==> config.mk <==
export PLATFORM = sky130hd
export DESIGN_NAME = i2c_slave
export DESIGN_NICKNAME = d
export VERILOG_FILES = /design/src/rtl/i2c_pkg.sv /design/src/rtl/i2c_line_filter.sv /design/src/rtl/i2c_slave.sv
export SDC_FILE = /design/constraint.sdc
export NUM_CORES = 1
export LEC_CHECK = 0
export ABC_CLOCK_PERIOD_IN_PS = 5050
export CAP_MARGIN = 20
export CORE_MARGIN = 4
export CORE_UTILIZATION = 49
export CTS_CLUSTER_SIZE = 28
export DETAILED_ROUTE_END_ITERATION = 7
export HOLD_SLACK_MARGIN = 0.08
export PLACE_DENSITY_LB_ADDON = 0.05
export SLEW_MARGIN = 20
export SYNTH_ARGS = -nofsm -noshare
export SYNTH_HDL_FRONTEND = slang
export SYNTH_HIERARCHICAL = 1
export SYNTH_SLANG_ARGS = --single-unit
==> constraint.sdc <==
create_clock -name i_local_clk -period 5.05 [get_ports i_local_clk]
set_clock_uncertainty 0.2 [all_clocks]
set_input_delay 1.515 -clock i_local_clk [delete_from_list [all_inputs] [get_ports i_local_clk]]
set_output_delay 1.515 -clock i_local_clk [all_outputs]
set_load 0.01 [all_outputs]
==> src/rtl/i2c_pkg.sv <==
// Shared definitions for the I2C target: protocol state encoding and bus bit meanings.
package i2c_pkg;

   typedef enum logic [3:0] {
      IDLE,
      DEV_ADDR,
      DEV_ACK,
      REG_ADDR,
      REG_ACK,
      WR_DATA,
      WR_ACK,
      RD_DATA,
      RD_ACK,
      WAIT_STOP
   } i2c_state_t;

   localparam logic ACK      = 1'b0;
   localparam logic NACK     = 1'b1;
   localparam logic RW_WRITE = 1'b0;
   localparam logic RW_READ  = 1'b1;

endpackage

==> src/rtl/i2c_line_filter.sv <==
// Conditions one asynchronous bus line: 2-flop synchronizer, run-length glitch filter,
// and single-cycle rise/fall pulses aligned with the filtered level change.
module i2c_line_filter #(
   parameter int P_FILT = 3
) (
   input  logic i_local_clk,
   input  logic i_rst,
   input  logic i_line,
   output logic o_level,
   output logic o_rise,
   output logic o_fall
);

   logic [1:0] sync;
   logic [3:0] run_cnt;
   logic       change;

   // The filtered level flips only on the P_FILT-th consecutive differing sample.
   assign change = (sync[1] != o_level) && (run_cnt == 4'(P_FILT - 1));

   always_ff @(posedge i_local_clk) begin
      if (i_rst) begin
         sync    <= 2'b11;
         run_cnt <= 4'd0;
         o_level <= 1'b1;
         o_rise  <= 1'b0;
         o_fall  <= 1'b0;
      end else begin
         sync   <= {sync[0], i_line};
         o_rise <= change & sync[1];
         o_fall <= change & ~sync[1];
         if (sync[1] == o_level) begin
            run_cnt <= 4'd0;
         end else if (change) begin
            o_level <= sync[1];
            run_cnt <= 4'd0;
         end else begin
            run_cnt <= run_cnt + 4'd1;
         end
      end
   end

endmodule

==> src/rtl/i2c_slave.sv <==
// I2C register-access target: filtered START/STOP/bit decode, address match, auto-incrementing
// register pointer, and SDA updates delayed P_HOLD cycles after each filtered SCL fall.
module i2c_slave
   import i2c_pkg::*;
#(
   parameter logic [6:0] P_DEV_ADDR = 7'h50,
   parameter int         P_FILT     = 3,
   parameter int         P_HOLD     = 4
) (
   input  logic       i_local_clk,
   input  logic       i_rst,
   input  logic       i_scl,
   input  logic       i_sda,
   output logic       o_sda,
   output logic       o_wr_en,
   output logic [7:0] o_wr_addr,
   output logic [7:0] o_wr_data,
   output logic       o_rd_req,
   output logic [7:0] o_rd_addr,
   input  logic [7:0] i_rd_data,
   output logic       o_busy,
   output logic       o_start_det,
   output logic       o_stop_det
);

   localparam logic [7:0] HOLD_CYCLES = 8'(P_HOLD);

   i2c_state_t state, state_next;
   logic       scl_f, scl_rise, scl_fall;
   logic       sda_f, sda_rise, sda_fall;
   logic       start_det, stop_det;
   logic [7:0] shift, ptr, hold_cnt;
   logic [2:0] bit_cnt;
   logic       byte_done, ack_bit, rd_load, drive_val;

   i2c_line_filter #(.P_FILT(P_FILT)) u_scl_filter (
      .i_local_clk(i_local_clk), .i_rst(i_rst), .i_line(i_scl),
      .o_level(scl_f), .o_rise(scl_rise), .o_fall(scl_fall)
   );

   i2c_line_filter #(.P_FILT(P_FILT)) u_sda_filter (
      .i_local_clk(i_local_clk), .i_rst(i_rst), .i_line(i_sda),
      .o_level(sda_f), .o_rise(sda_rise), .o_fall(sda_fall)
   );

   assign start_det = sda_fall & scl_f;
   assign stop_det  = sda_rise & scl_f;
   assign o_busy    = (state != IDLE) && (state != WAIT_STOP);

   always_ff @(posedge i_local_clk) begin
      if (i_rst) state <= IDLE;
      else       state <= state_next;
   end

   // Bit-level transitions happen on SCL falls, so each new state owns the whole following bit.
   always_comb begin
      state_next = state;
      drive_val  = 1'b1;
      if (start_det) begin
         state_next = DEV_ADDR;
      end else if (stop_det) begin
         state_next = IDLE;
      end else if (scl_fall) begin
         case (state)
            DEV_ADDR: if (byte_done) state_next = (shift[7:1] == P_DEV_ADDR) ? DEV_ACK : WAIT_STOP;
            DEV_ACK:  state_next = (shift[0] == RW_READ) ? RD_DATA : REG_ADDR;
            REG_ADDR: if (byte_done) state_next = REG_ACK;
            REG_ACK:  state_next = WR_DATA;
            WR_DATA:  if (byte_done) state_next = WR_ACK;
            WR_ACK:   state_next = WR_DATA;
            RD_DATA:  if (byte_done) state_next = RD_ACK;
            RD_ACK:   state_next = (ack_bit == ACK) ? RD_DATA : WAIT_STOP;
            default:  state_next = state;
         endcase
      end
      case (state)
         DEV_ACK, REG_ACK, WR_ACK: drive_val = ACK;
         RD_DATA:                  drive_val = shift[7];
         default:                  drive_val = 1'b1;
      endcase
   end

   always_ff @(posedge i_local_clk) begin
      if (i_rst) begin
         o_sda       <= 1'b1;
         o_wr_en     <= 1'b0;
         o_wr_addr   <= 8'h00;
         o_wr_data   <= 8'h00;
         o_rd_req    <= 1'b0;
         o_rd_addr   <= 8'h00;
         o_start_det <= 1'b0;
         o_stop_det  <= 1'b0;
         shift       <= 8'h00;
         ptr         <= 8'h00;
         hold_cnt    <= 8'h00;
         bit_cnt     <= 3'd0;
         byte_done   <= 1'b0;
         ack_bit     <= NACK;
         rd_load     <= 1'b0;
      end else begin
         o_wr_en     <= 1'b0;
         o_rd_req    <= 1'b0;
         o_start_det <= start_det;
         o_stop_det  <= stop_det;
         rd_load     <= o_rd_req;
         if (o_wr_en) ptr <= ptr + 8'd1;
         if (rd_load) shift <= i_rd_data;
         if (hold_cnt != 8'h00) hold_cnt <= hold_cnt - 8'd1;
         if (hold_cnt == 8'h01) o_sda <= drive_val;

         if (start_det || stop_det) begin
            bit_cnt   <= 3'd0;
            byte_done <= 1'b0;
            hold_cnt  <= 8'h00;
            o_sda     <= 1'b1;
         end else if (scl_rise) begin
            case (state)
               DEV_ADDR, REG_ADDR, WR_DATA: begin
                  shift     <= {shift[6:0], sda_f};
                  bit_cnt   <= bit_cnt + 3'd1;
                  byte_done <= (bit_cnt == 3'd7);
               end
               RD_DATA: begin
                  bit_cnt   <= bit_cnt + 3'd1;
                  byte_done <= (bit_cnt == 3'd7);
               end
               RD_ACK:  ack_bit <= sda_f;
               default: ;
            endcase
         end else if (scl_fall) begin
            hold_cnt <= HOLD_CYCLES;
            if (state_next != state) begin
               bit_cnt   <= 3'd0;
               byte_done <= 1'b0;
            end
            case (state)
               REG_ADDR: if (byte_done) ptr <= shift;
               WR_DATA: begin
                  if (byte_done) begin
                     o_wr_en   <= 1'b1;
                     o_wr_addr <= ptr;
                     o_wr_data <= shift;
                  end
               end
               RD_DATA: begin
                  if (byte_done) ptr <= ptr + 8'd1;
                  else           shift <= {shift[6:0], 1'b0};
               end
               default: ;
            endcase
            // Read data for the next byte is requested as soon as its first bit begins.
            if ((state_next == RD_DATA) && (state != RD_DATA)) begin
               o_rd_req  <= 1'b1;
               o_rd_addr <= ptr;
            end
         end
      end
   end

endmodule

==> results.py, run 1 <==
metrics = {
    "synthesis": {
        "synth_area_per_cell_sq_um": 8.96,
        "synth_area_leaders": "dfxtp_1 41%, mux2i_1 9.1%, nor2_1 5.9%",
        "async_flop_share_pct": 0,
        "ys_seq_area_share_pct": 40.8,
        "synth_top_cell_by_area": "dfxtp_1",
        "ys_seq_elements": 81,
        "synth_edf_count": 0,
        "yosys.area.top_type_share_pct": 40.8,
        "yosys_warnings": 6,
        "yosysUniqueCellTypes": 58,
        "ys.flop_type": "dfxtp_1",
        "synth_fp_nets": 466,
        "synthCells": 444,
        "netlist_area_sq_mm": 0.00398,
    },
    "die": {
        "initial_core_util_pct": 50.9,
        "chipHeight_microns": 98.1,
        "dieArea_sq_mm": 0.00962,
        "io_pins": 42,
        "die_width_microns": 98.1,
        "coreArea_sq_mm": 0.00781,
        "rows": 32,
    },
    "place": {
        "dp_hpwl_mm": 6.08,
        "place_congestion": 0.878,
        "place_ws_ns": 1.53,
        "dp.cells": 566,
        "portBuffers": 41,
    },
    "worst_setup_path": {
        "startpoint_type": "register",
        "worstSetupEndpointType": "primary output",
        "worstPathRequired_ns": 3.34,
        "arrival_ns": 2.20,
        "crit_type": "register to primary output",
        "crit_fanout": 16,
    },
    "pwr": {
        "power_uw": 1350,
        "leakagePower_uw": 0.00166,
        "powerDensity_mw_per_mm2": 290,
        "ir_drop_v": 0.000147,
    },
    "timing": {
        "slew_headroom_pct": 46.5,
        "timing.hold.ws_ns": 0.218,
        "rsz0062_at_grt": "false",
        "finalMaxSlewViolations": 0,
        "min_period_ns": 3.92,
        "worst_pin_slew_ns": 0.801,
        "tns_ns": 0,
        "fin_crit_sh_pct": 77.6,
        "finalSetupViolations": 0,
        "max_freq_ghz": 0.255,
        "finalHoldViolCount": 0,
        "fin_ws_ns": 1.13,
    },
    "global_route": {
        "grtUsageMet2_pct": 25.4,
        "grt_pass1_wl_mm": 14.3,
        "grt_overflow": 0,
        "met3_usage_pct": 4.14,
        "busiest_layer": "met1",
        "grt_pass1_vias": 2852,
        "grt_max_degree": 46,
        "grt_usage_pct": 17.9,
        "antenna_found_initial": 0,
        "gr-usage-met1_pct": 27.4,
    },
    "cts": {
        "clock_latency_ns": 0.35,
        "htreeDepth": 3,
        "cts-root-buf": "clkbuf_8",
        "clockBufferDepth": 2,
        "post-cts-setup-buffers": 0,
        "cts.sinks": 81,
        "hold_buffers": 0,
        "cts_buffers": 9,
        "path_clk_slew_ns": 0.08,
        "cts_resized": 0,
        "cts_tree": "built",
    },
    "route": {
        "routed_wl_mm": 8.51,
        "vias": 3095,
        "dr.pass1.iters": 5,
        "wl_per_cell_microns": 14.6,
        "via_per_inst": 5.32,
        "postRouteAntennaNets": 0,
        "drc": 0,
        "drtIter0Drc": 212,
    },
    "outcome": {
        "outcome": "complete, no violations",
    },
    "job": {
        "cap_violations": 0,
    },
    "cells_and_area": {
        "syn_to_final_growth_pct": 16.8,
        "drive_gt1_share_pct": 7.08,
        "nNetsFinal": 497,
        "instances_no_fill": 582,
        "diodes": 0,
        "fillers": 706,
    },
    "hold_path": {
        "hp-class": "register to register",
    },
}
[cell usage in the layout (no fill, tap or decap), types with 3 or more instances in the layout]
| cell type | n |
|---|---|
| xor2_1 | 11 |
| nor3_1 | 4 |
| ha_1 | 10 |
| clkdlybuf4s50_1 | 40 |
| clkbuf_8 | 10 |
| a21o_1 | 3 |
| and3_1 | 3 |
| a211oi_1 | 10 |
| nand2b_1 | 24 |
| nor2_1 | 63 |
| nand3_1 | 11 |
| or3_1 | 5 |
| buf_4 | 3 |
| or2_2 | 4 |
| nor2b_1 | 8 |
| mux2i_1 | 36 |
| nand2_1 | 28 |
| nor4b_1 | 5 |
| xnor2_1 | 13 |
| and2_1 | 5 |
| dfxtp_1 | 81 |
| a21oi_1 | 27 |
| o21ai_0 | 13 |
| inv_1 | 7 |
| nand4_1 | 4 |
[area by class of cell]
cell class | instances | area [sq um] | area share [%]
tap | 102 | 128 | 2.75
inverter | 8 | 30.0 | 0.646
timing repair buffer | 44 | 428 | 9.21
clock inverter | 4 | 76.3 | 1.64
clock buffer | 12 | 145 | 3.12
sequential | 81 | 1620 | 34.9
multi-input combinational | 331 | 2220 | 47.7
[cells in the mapped netlist, types with 4 or more instances]
| cell type | instances |
|---|---|
| or3_1 | 5 |
| nand2_1 | 28 |
| ha_1 | 10 |
| buf_2 | 4 |
| xor2_1 | 11 |
| dfxtp_1 | 81 |
| nor4b_1 | 5 |
| a21oi_1 | 27 |
| o21ai_0 | 13 |
| mux2i_1 | 36 |
| inv_1 | 7 |
| clkbuf_1 | 16 |
| nor2_1 | 63 |
| nand2b_1 | 24 |
| nor2b_1 | 8 |
| nand3_1 | 11 |
| nor3_1 | 4 |
| xnor2_1 | 13 |
| and2_1 | 5 |
| nand4_1 | 4 |
| or2_2 | 4 |
| a211oi_1 | 10 |
[stage by stage]
stage,util [%],instance area [sq um]
detailed placement,56.7,4420
CTS,59.5,4650
floorplan,-,3980
finish,59.5,4650
global placement,56.7,4420
global route,59.5,4650
[worst max-delay path, cell delays in order, from the launching register on]
cell	delay, ns
dfxtp_1	0.71
nor2b_1	0.42
or3_1	0.19
clkdlybuf4s50_1	0.53
[worst paths after layout]
check        slack (ns)  cells after the start                  from                    to
max                1.13                      3              state[0]                o_busy
min                0.22                      1  u_scl_filter/sync[0]  u_scl_filter/sync[1]
max reg2reg        2.18                      6              state[0]          o_rd_addr[4]
min reg2reg        0.22                      1  u_scl_filter/sync[0]  u_scl_filter/sync[1]
[power breakdown]
part	internal [uW]	switching, uW
Sequential	662	23.4
Combinational	69.1	74.4
Clock	293	225
Total	1020	323
[layer usage]
metal | wire length (microns) | vias up | share of wire, %
li1 | - | 1614 | -
met3 | 429 | 12 | 5.0
met2 | 3600 | 79 | 42
met5 | 0 | - | 0
met4 | 96 | 0 | 1.1
met1 | 4380 | 1390 | 51
[flip-flops by register name (all words and copies together), names as in the netlist, 2 cells and up]
| signal | flops |
|---|---|
| ptr | 8 |
| hold_cnt | 8 |
| bit_cnt | 3 |
| u_sda_filter/sync | 2 |
| u_scl_filter/run_cnt | 4 |
| u_scl_filter/sync | 2 |
| shift | 8 |
| o_rd_addr | 8 |
| o_wr_data | 8 |
| o_wr_addr | 8 |
| state | 4 |
| u_sda_filter/run_cnt | 4 |
[cells by family (layout without fill, tap and decap cells)]
kind of cell	Yosys count	count (layout)	share of synthesized area, %
XOR/XNOR	24	24	5.29
AND/OR/NAND/NOR	183	183	24.9
AO/OA/AOI/OAI	77	77	12.8
buffers and inverters	32	68	3.62
adder cells (fa/ha/maj)	10	10	3.15
multiplexers	37	37	9.44
flip-flops	81	81	40.8
No activity file was read; power rests on OpenSTA's default activity.
==> run 2, diff against run 1 <==
--- a/config.mk
+++ b/config.mk
@@ -5,7 +5,7 @@
 export SDC_FILE = /design/constraint.sdc
 export NUM_CORES = 1
 export LEC_CHECK = 0
-export ABC_CLOCK_PERIOD_IN_PS = 5050
+export ABC_CLOCK_PERIOD_IN_PS = 3990
 export CAP_MARGIN = 20
 export CORE_MARGIN = 4
 export CORE_UTILIZATION = 49
==> constraint.sdc (replaced) <==
create_clock -name i_local_clk -period 3.99 [get_ports i_local_clk]
set_clock_uncertainty 0.2 [all_clocks]
set_input_delay 1.197 -clock i_local_clk [delete_from_list [all_inputs] [get_ports i_local_clk]]
set_output_delay 1.197 -clock i_local_clk [all_outputs]
set_load 0.01 [all_outputs]
==> results.py, run 2 (synthesis gave the netlist of run 1 again) <==
metrics = {
    "outcome": {
        "outcome": "complete, no violations",
    },
    "cts": {
        "clockBufferDepth": 2,
        "path_clk_slew_ns": 0.08,
        "cts.sinks": 81,
        "cts-root-buf": "clkbuf_8",
        "clock_latency_ns": 0.36,
        "hold_buffers": 0,
        "cts_tree": "built",
        "post-cts-setup-buffers": 0,
        "htreeDepth": 3,
        "cts_buffers": 9,
        "cts_resized": 0,
    },
    "cells_and_area": {
        "multi_input_area_sq_mm": 0.00222,
        "diodes": 0,
        "fillers": 727,
        "layout_commonest_cell": "dfxtp_1",
        "nNetsFinal": 498,
        "register_area_sq_mm": 0.00162,
        "drive_gt1_share_pct": 7.48,
        "most-common-layout-cells": "81 x dfxtp_1, 63 x nor2_1, 40 x clkdlybuf4s50_1",
        "syn_to_final_growth_pct": 16.0,
    },
    "worst_setup_path": {
        "crit_fanout": 16,
        "cp_slowest_cell": "dfxtp_1",
        "r2r_slack_ns": 1.13,
        "r2r_end": "o_rd_addr[7]",
        "slowest_delay_ns": 0.70,
        "regToRegStartpoint": "state[0]",
        "worstSetupEndpointType": "primary output",
        "worst_r2r_path_depth": 6,
        "crit_type": "register to primary output",
        "cp_cell_sequence": "nor2b_1, or3_1, clkdlybuf4s50_1",
        "startpoint_type": "register",
        "arrival_ns": 2.25,
        "path_delay_family": "flip-flops",
        "worstPathRequired_ns": 2.59,
        "path_buf_inv": 1,
    },
    "route": {
        "routed_wl_mm": 8.62,
        "highest_layer": "met4",
        "dr.pass1.iters": 5,
        "postRouteAntennaNets": 0,
        "via_per_inst": 5.45,
        "wl_per_cell_microns": 14.8,
        "drt-met1-wl_mm": 4.45,
        "wl_met2_mm": 3.53,
        "met3_wirelength_microns": 488,
        "drc": 0,
        "drtIter0Drc": 312,
        "vias": 3176,
    },
    "die": {
        "rows": 32,
        "dieArea_sq_mm": 0.00962,
        "coreArea_sq_mm": 0.00781,
        "initial_core_util_pct": 50.9,
        "die_width_microns": 98.1,
        "io_pins": 42,
        "chipHeight_microns": 98.1,
    },
    "global_route": {
        "antenna_found_initial": 0,
        "grt_max_degree": 55,
        "grt_pass1_vias": 2905,
        "grt_usage_pct": 18.1,
        "grt_pass1_wl_mm": 14.5,
        "grt_overflow": 0,
    },
    "hold_path": {
        "worstHoldEndpoint": "u_scl_filter/sync[1]",
        "worstHoldStart": "u_scl_filter/sync[0]",
        "hp-class": "register to register",
        "min_path_cells": 1,
    },
    "pwr": {
        "powerDensity_mw_per_mm2": 350,
        "power_uw": 1610,
        "leakagePower_uw": 0.00164,
        "ir_drop_v": 0.000147,
    },
    "place": {
        "portBuffers": 41,
        "dp_hpwl_mm": 5.94,
        "place_congestion": 0.870,
    },
    "timing": {
        "finalMaxSlewViolations": 0,
        "rsz0062_at_grt": "false",
        "min_period_ns": 3.65,
        "finalHoldViolCount": 0,
        "tns_ns": 0,
        "fin_crit_sh_pct": 91.4,
        "finalSetupViolations": 0,
        "worst_pin_slew_ns": 0.883,
        "max_freq_ghz": 0.274,
        "slew_headroom_pct": 41.1,
    },
    "job": {
        "cap_violations": 0,
    },
}
run 2: final cells by class:
| type | instances | area share (%) |
|---|---|---|
| well taps | 102 | 2.77 |
| flip-flops and latches | 81 | 35.1 |
| clock inverters | 4 | 0.597 |
| multi-input cells | 331 | 48.0 |
| inverters | 8 | 0.651 |
| repair buffers | 45 | 9.44 |
| clock buffers | 12 | 3.36 |
run 2: how the worst max path moves through the flow:
stage / slack [ns] / cells past startpoint / startpoint / end
after floorplan: 1.48 / 3 / state[2] / o_busy
after global placement: 0.83 / 3 / state[0] / o_busy
after detailed placement: 0.78 / 3 / state[0] / o_busy
after CTS: 0.41 / 3 / state[0] / o_busy
after global routing: 0.26 / 3 / state[0] / o_busy
final: 0.34 / 3 / state[0] / o_busy
run 2: power breakdown:
group	total, uW	leakage (uW)	switching, uW	internal (uW)
Clock	562	0.0000846	303	259
Combinational	184	0.000904	96.0	88.1
Sequential	867	0.000655	28.9	838
Total	1610	0.00164	428	1190
run 2: worst register-to-register path, cell delays in order, from the launching register on:
cell and delay, ns:
dfxtp_1 0.70, nor4b_2 0.34, a21boi_2 0.24, a211oi_1 0.09
o221a_1 0.35, nor4_4 0.61, mux2i_1 0.27
run 2: layer usage:
metal | vias to the layer above | GRT usage, %
li1 | 1617 | -
met2 | 101 | 24.9
met3 | 15 | 3.79
met4 | 0 | 7.35
met1 | 1443 | 27.3
met5 | - | 0
run 2: metrics by stage:
step	util, %	instance area [sq um]	setup WS, ns	hold slack (ns)	cells
floorplan	-	3980	1.48	0.189	444
global placement	56.8	4430	0.831	0.192	567
detailed placement	56.8	4430	0.781	0.201	567
CTS	59.1	4610	0.409	0.221	583
global route	59.1	4610	0.257	0.232	583
finish	59.1	4610	0.343	0.222	583
==> run 3, diff against run 2 <==
--- a/config.mk
+++ b/config.mk
@@ -5,6 +5,7 @@
 export SDC_FILE = /design/constraint.sdc
 export NUM_CORES = 1
 export LEC_CHECK = 0
+export ABC_AREA = 1
 export ABC_CLOCK_PERIOD_IN_PS = 3990
 export CAP_MARGIN = 20
 export CORE_MARGIN = 4
@@ -16,5 +17,4 @@
 export SLEW_MARGIN = 20
 export SYNTH_ARGS = -nofsm -noshare
 export SYNTH_HDL_FRONTEND = slang
-export SYNTH_HIERARCHICAL = 1
 export SYNTH_SLANG_ARGS = --single-unit
==> constraint.sdc (replaced) <==
create_clock -name i_local_clk -period 3.99 [get_ports i_local_clk]
set_clock_uncertainty 0.2 [all_clocks]
set_input_delay 1.197 -clock i_local_clk [delete_from_list [all_inputs] [get_ports i_local_clk]]
set_output_delay 1.197 -clock i_local_clk [all_outputs]
set_load 0.005 [all_outputs]
==> results.py, run 3 <==
metrics = {
    "outcome": {
        "outcome": "complete, no violations",
    },
    "die": {
        "coreArea_sq_mm": 0.00777,
        "initial_core_util_pct": 50.9,
        "chipHeight_microns": 97.8,
        "io_pins": 42,
        "dieArea_sq_mm": 0.00957,
        "rows": 32,
        "die_width_microns": 97.8,
    },
    "worst_setup_path": {
        "regToRegStartpoint": "byte_done",
        "arrival_ns": 1.84,
        "worstPathRequired_ns": 2.59,
        "slowest_delay_ns": 0.46,
        "path_delay_family": "buffers and inverters",
        "worstSetupEndpointType": "primary output",
        "worst_r2r_path_depth": 15,
        "path_buf_inv": 2,
        "r2r_end": "byte_done",
        "cp_slowest_cell": "clkdlybuf4s50_1",
        "crit_top_cell": "nor2_1",
        "r2r_slack_ns": 1.31,
        "startpoint_type": "register",
        "crit_fanout": 6,
        "cp_cell_sequence": "nor2_1, inv_2, nor2_1, a21oi_1, clkdlybuf4s50_1",
        "crit_type": "register to primary output",
    },
    "synthesis": {
        "ys_seq_elements": 81,
        "synthTopCellsByCount": "84 x nand2_1, 81 x dfxtp_1, 72 x nor2_1",
        "yosysMostFrequentCell": "nand2_1",
        "synth_top_cell_by_area": "dfxtp_1",
        "async_flop_share_pct": 0,
        "ys.flop_type": "dfxtp_1",
        "synth_fp_nets": 561,
        "synth_area_leaders": "dfxtp_1 41%, nand2_1 8.0%, o21ai_0 7.7%",
        "yosys.area.top_type_share_pct": 41.0,
        "yosysUniqueCellTypes": 43,
        "synth_area_per_cell_sq_um": 7.33,
        "synth_edf_count": 0,
        "netlist_area_sq_mm": 0.00395,
        "ys_seq_area_share_pct": 41.0,
        "yosys_warnings": 0,
        "synthCells": 539,
    },
    "job": {
        "cap_violations": 0,
    },
    "cts": {
        "clock_latency_ns": 0.35,
        "cts_buffers": 9,
        "htreeDepth": 3,
        "hold_buffers": 0,
        "cts-root-buf": "clkbuf_8",
        "clockBufferDepth": 2,
        "cts_resized": 0,
        "post-cts-setup-buffers": 0,
        "path_clk_slew_ns": 0.08,
        "cts_tree": "built",
        "cts.sinks": 81,
    },
    "global_route": {
        "grt_max_degree": 35,
        "grt_usage_pct": 20.1,
        "grt_pass1_vias": 3409,
        "antenna_found_initial": 0,
        "grt_overflow": 0,
        "grt_pass1_wl_mm": 15.9,
        "grtUsageMet2_pct": 32.1,
        "busiest_layer": "met2",
        "met3_usage_pct": 5.14,
        "gr-usage-met1_pct": 26.7,
    },
    "pwr": {
        "powerDensity_mw_per_mm2": 367,
        "switching_power_uw": 457,
        "p_seq_share_pct": 52.2,
        "pwr-share-comb_pct": 13.4,
        "switching_share_pct": 27.0,
        "ir_drop_v": 0.000183,
        "intPower_uw": 1240,
        "leakagePower_uw": 0.00191,
        "p_clk_share_pct": 34.5,
    },
    "cells_and_area": {
        "layout_commonest_cell": "nand2_1",
        "nNetsFinal": 598,
        "diodes": 0,
        "drive_gt1_share_pct": 9.67,
        "syn_to_final_growth_pct": 16.6,
        "most-common-layout-cells": "84 x nand2_1, 81 x dfxtp_1, 72 x nor2_1",
    },
    "place": {
        "portBuffers": 41,
        "dp_hpwl_mm": 6.64,
        "place_congestion": 0.907,
    },
    "timing": {
        "fin_crit_sh_pct": 81.2,
        "max_freq_ghz": 0.309,
        "timing.hold.ws_ns": 0.219,
        "rsz0062_at_grt": "false",
        "worst_pin_slew_ns": 0.524,
        "slew_headroom_pct": 65.0,
        "finalHoldViolCount": 0,
        "min_period_ns": 3.24,
        "finalMaxSlewViolations": 0,
        "finalSetupViolations": 0,
        "tns_ns": 0,
    },
    "route": {
        "vias": 3569,
        "via_per_inst": 5.24,
        "dr.pass1.iters": 4,
        "routed_wl_mm": 9.08,
        "wl_per_cell_microns": 13.3,
        "drtIter0Drc": 179,
        "postRouteAntennaNets": 0,
        "drc": 0,
    },
    "hold_path": {
        "worstHoldEndpoint": "u_scl_filter.sync[1]",
        "worstHoldStart": "u_scl_filter.sync[0]",
        "min_path_cells": 1,
        "hp-class": "register to register",
    },
}
## run 3: cell count changes after synthesis, sizes merged, moves of 9 or more
cell / delta
nand2b: -25
nor2: +15
o21ai: +50
mux2i: -36
a211oi: -9
nand3: +19
nand2: +64
a21oi: +21
inv: +53
## run 3: cell families (layout without fill, tap and decap cells)
kind of cell / count (synthesis) / after routing / synth area share, %
and+or+nand+nor: 221 / 221 / 25.3
buffers and inverters: 79 / 119 / 7.95
adders and majority gates: 10 / 10 / 3.17
DFF: 81 / 81 / 41.0
AOI/OAI and AO/OA: 132 / 132 / 19.0
xor gates and xnor gates: 16 / 16 / 3.55
## run 3: layer usage
metal,vias up,wire (microns)
met5,-,0
met4,0,200
met3,13,401
met2,76,4060
met1,1634,4420
li1,1846,-
## run 3: worst max path at each step
stage               startpoint          end  slack, ns  cells after the start
floorplan                i_rst  hold_cnt[7]       1.60                      6
global placement         i_rst  hold_cnt[7]       1.11                      6
detailed placement       i_rst  hold_cnt[7]       1.02                      6
CTS                   state[2]       o_busy       0.75                      5
global route          state[2]       o_busy       0.59                      5
finish                state[2]       o_busy       0.75                      5
## run 3: cell type report
cell class	instances	area (sq um)
Inverter	62	233
Tap cell	102	128
Multi-Input combinational cell	379	2020
Clock buffer	9	124
Timing Repair Buffer	43	425
Clock inverter	5	58.8
Fill cell	737	3160
Sequential cell	81	1620
## run 3: stage by stage
step | instance area [sq um] | total power [uW] | cells | setup WS [ns] | utilization (%)
3_5_place_dp | 4420 | 1130 | 667 | 1.02 | 57.0
4_1_cts | 4610 | 1700 | 681 | 0.746 | 59.3
6_report | 4610 | 1690 | 681 | 0.752 | 59.3
5_1_grt | 4610 | 1790 | 681 | 0.595 | 59.3
2_1_floorplan | 3950 | 1070 | 539 | 1.60 | -
3_3_place_gp | 4420 | 1120 | 667 | 1.11 | 57.0
## run 3: power by group through the flow
| stage | Sequential (uW) | Clock, uW | Combinational, uW |
|---|---|---|---|
| global placement | 900 | 0 | 225 |
| floorplan | 895 | 0 | 179 |
| global route | 889 | 634 | 265 |
| finish | 883 | 583 | 227 |
| detailed placement | 900 | 0 | 228 |
| CTS | 882 | 593 | 229 |
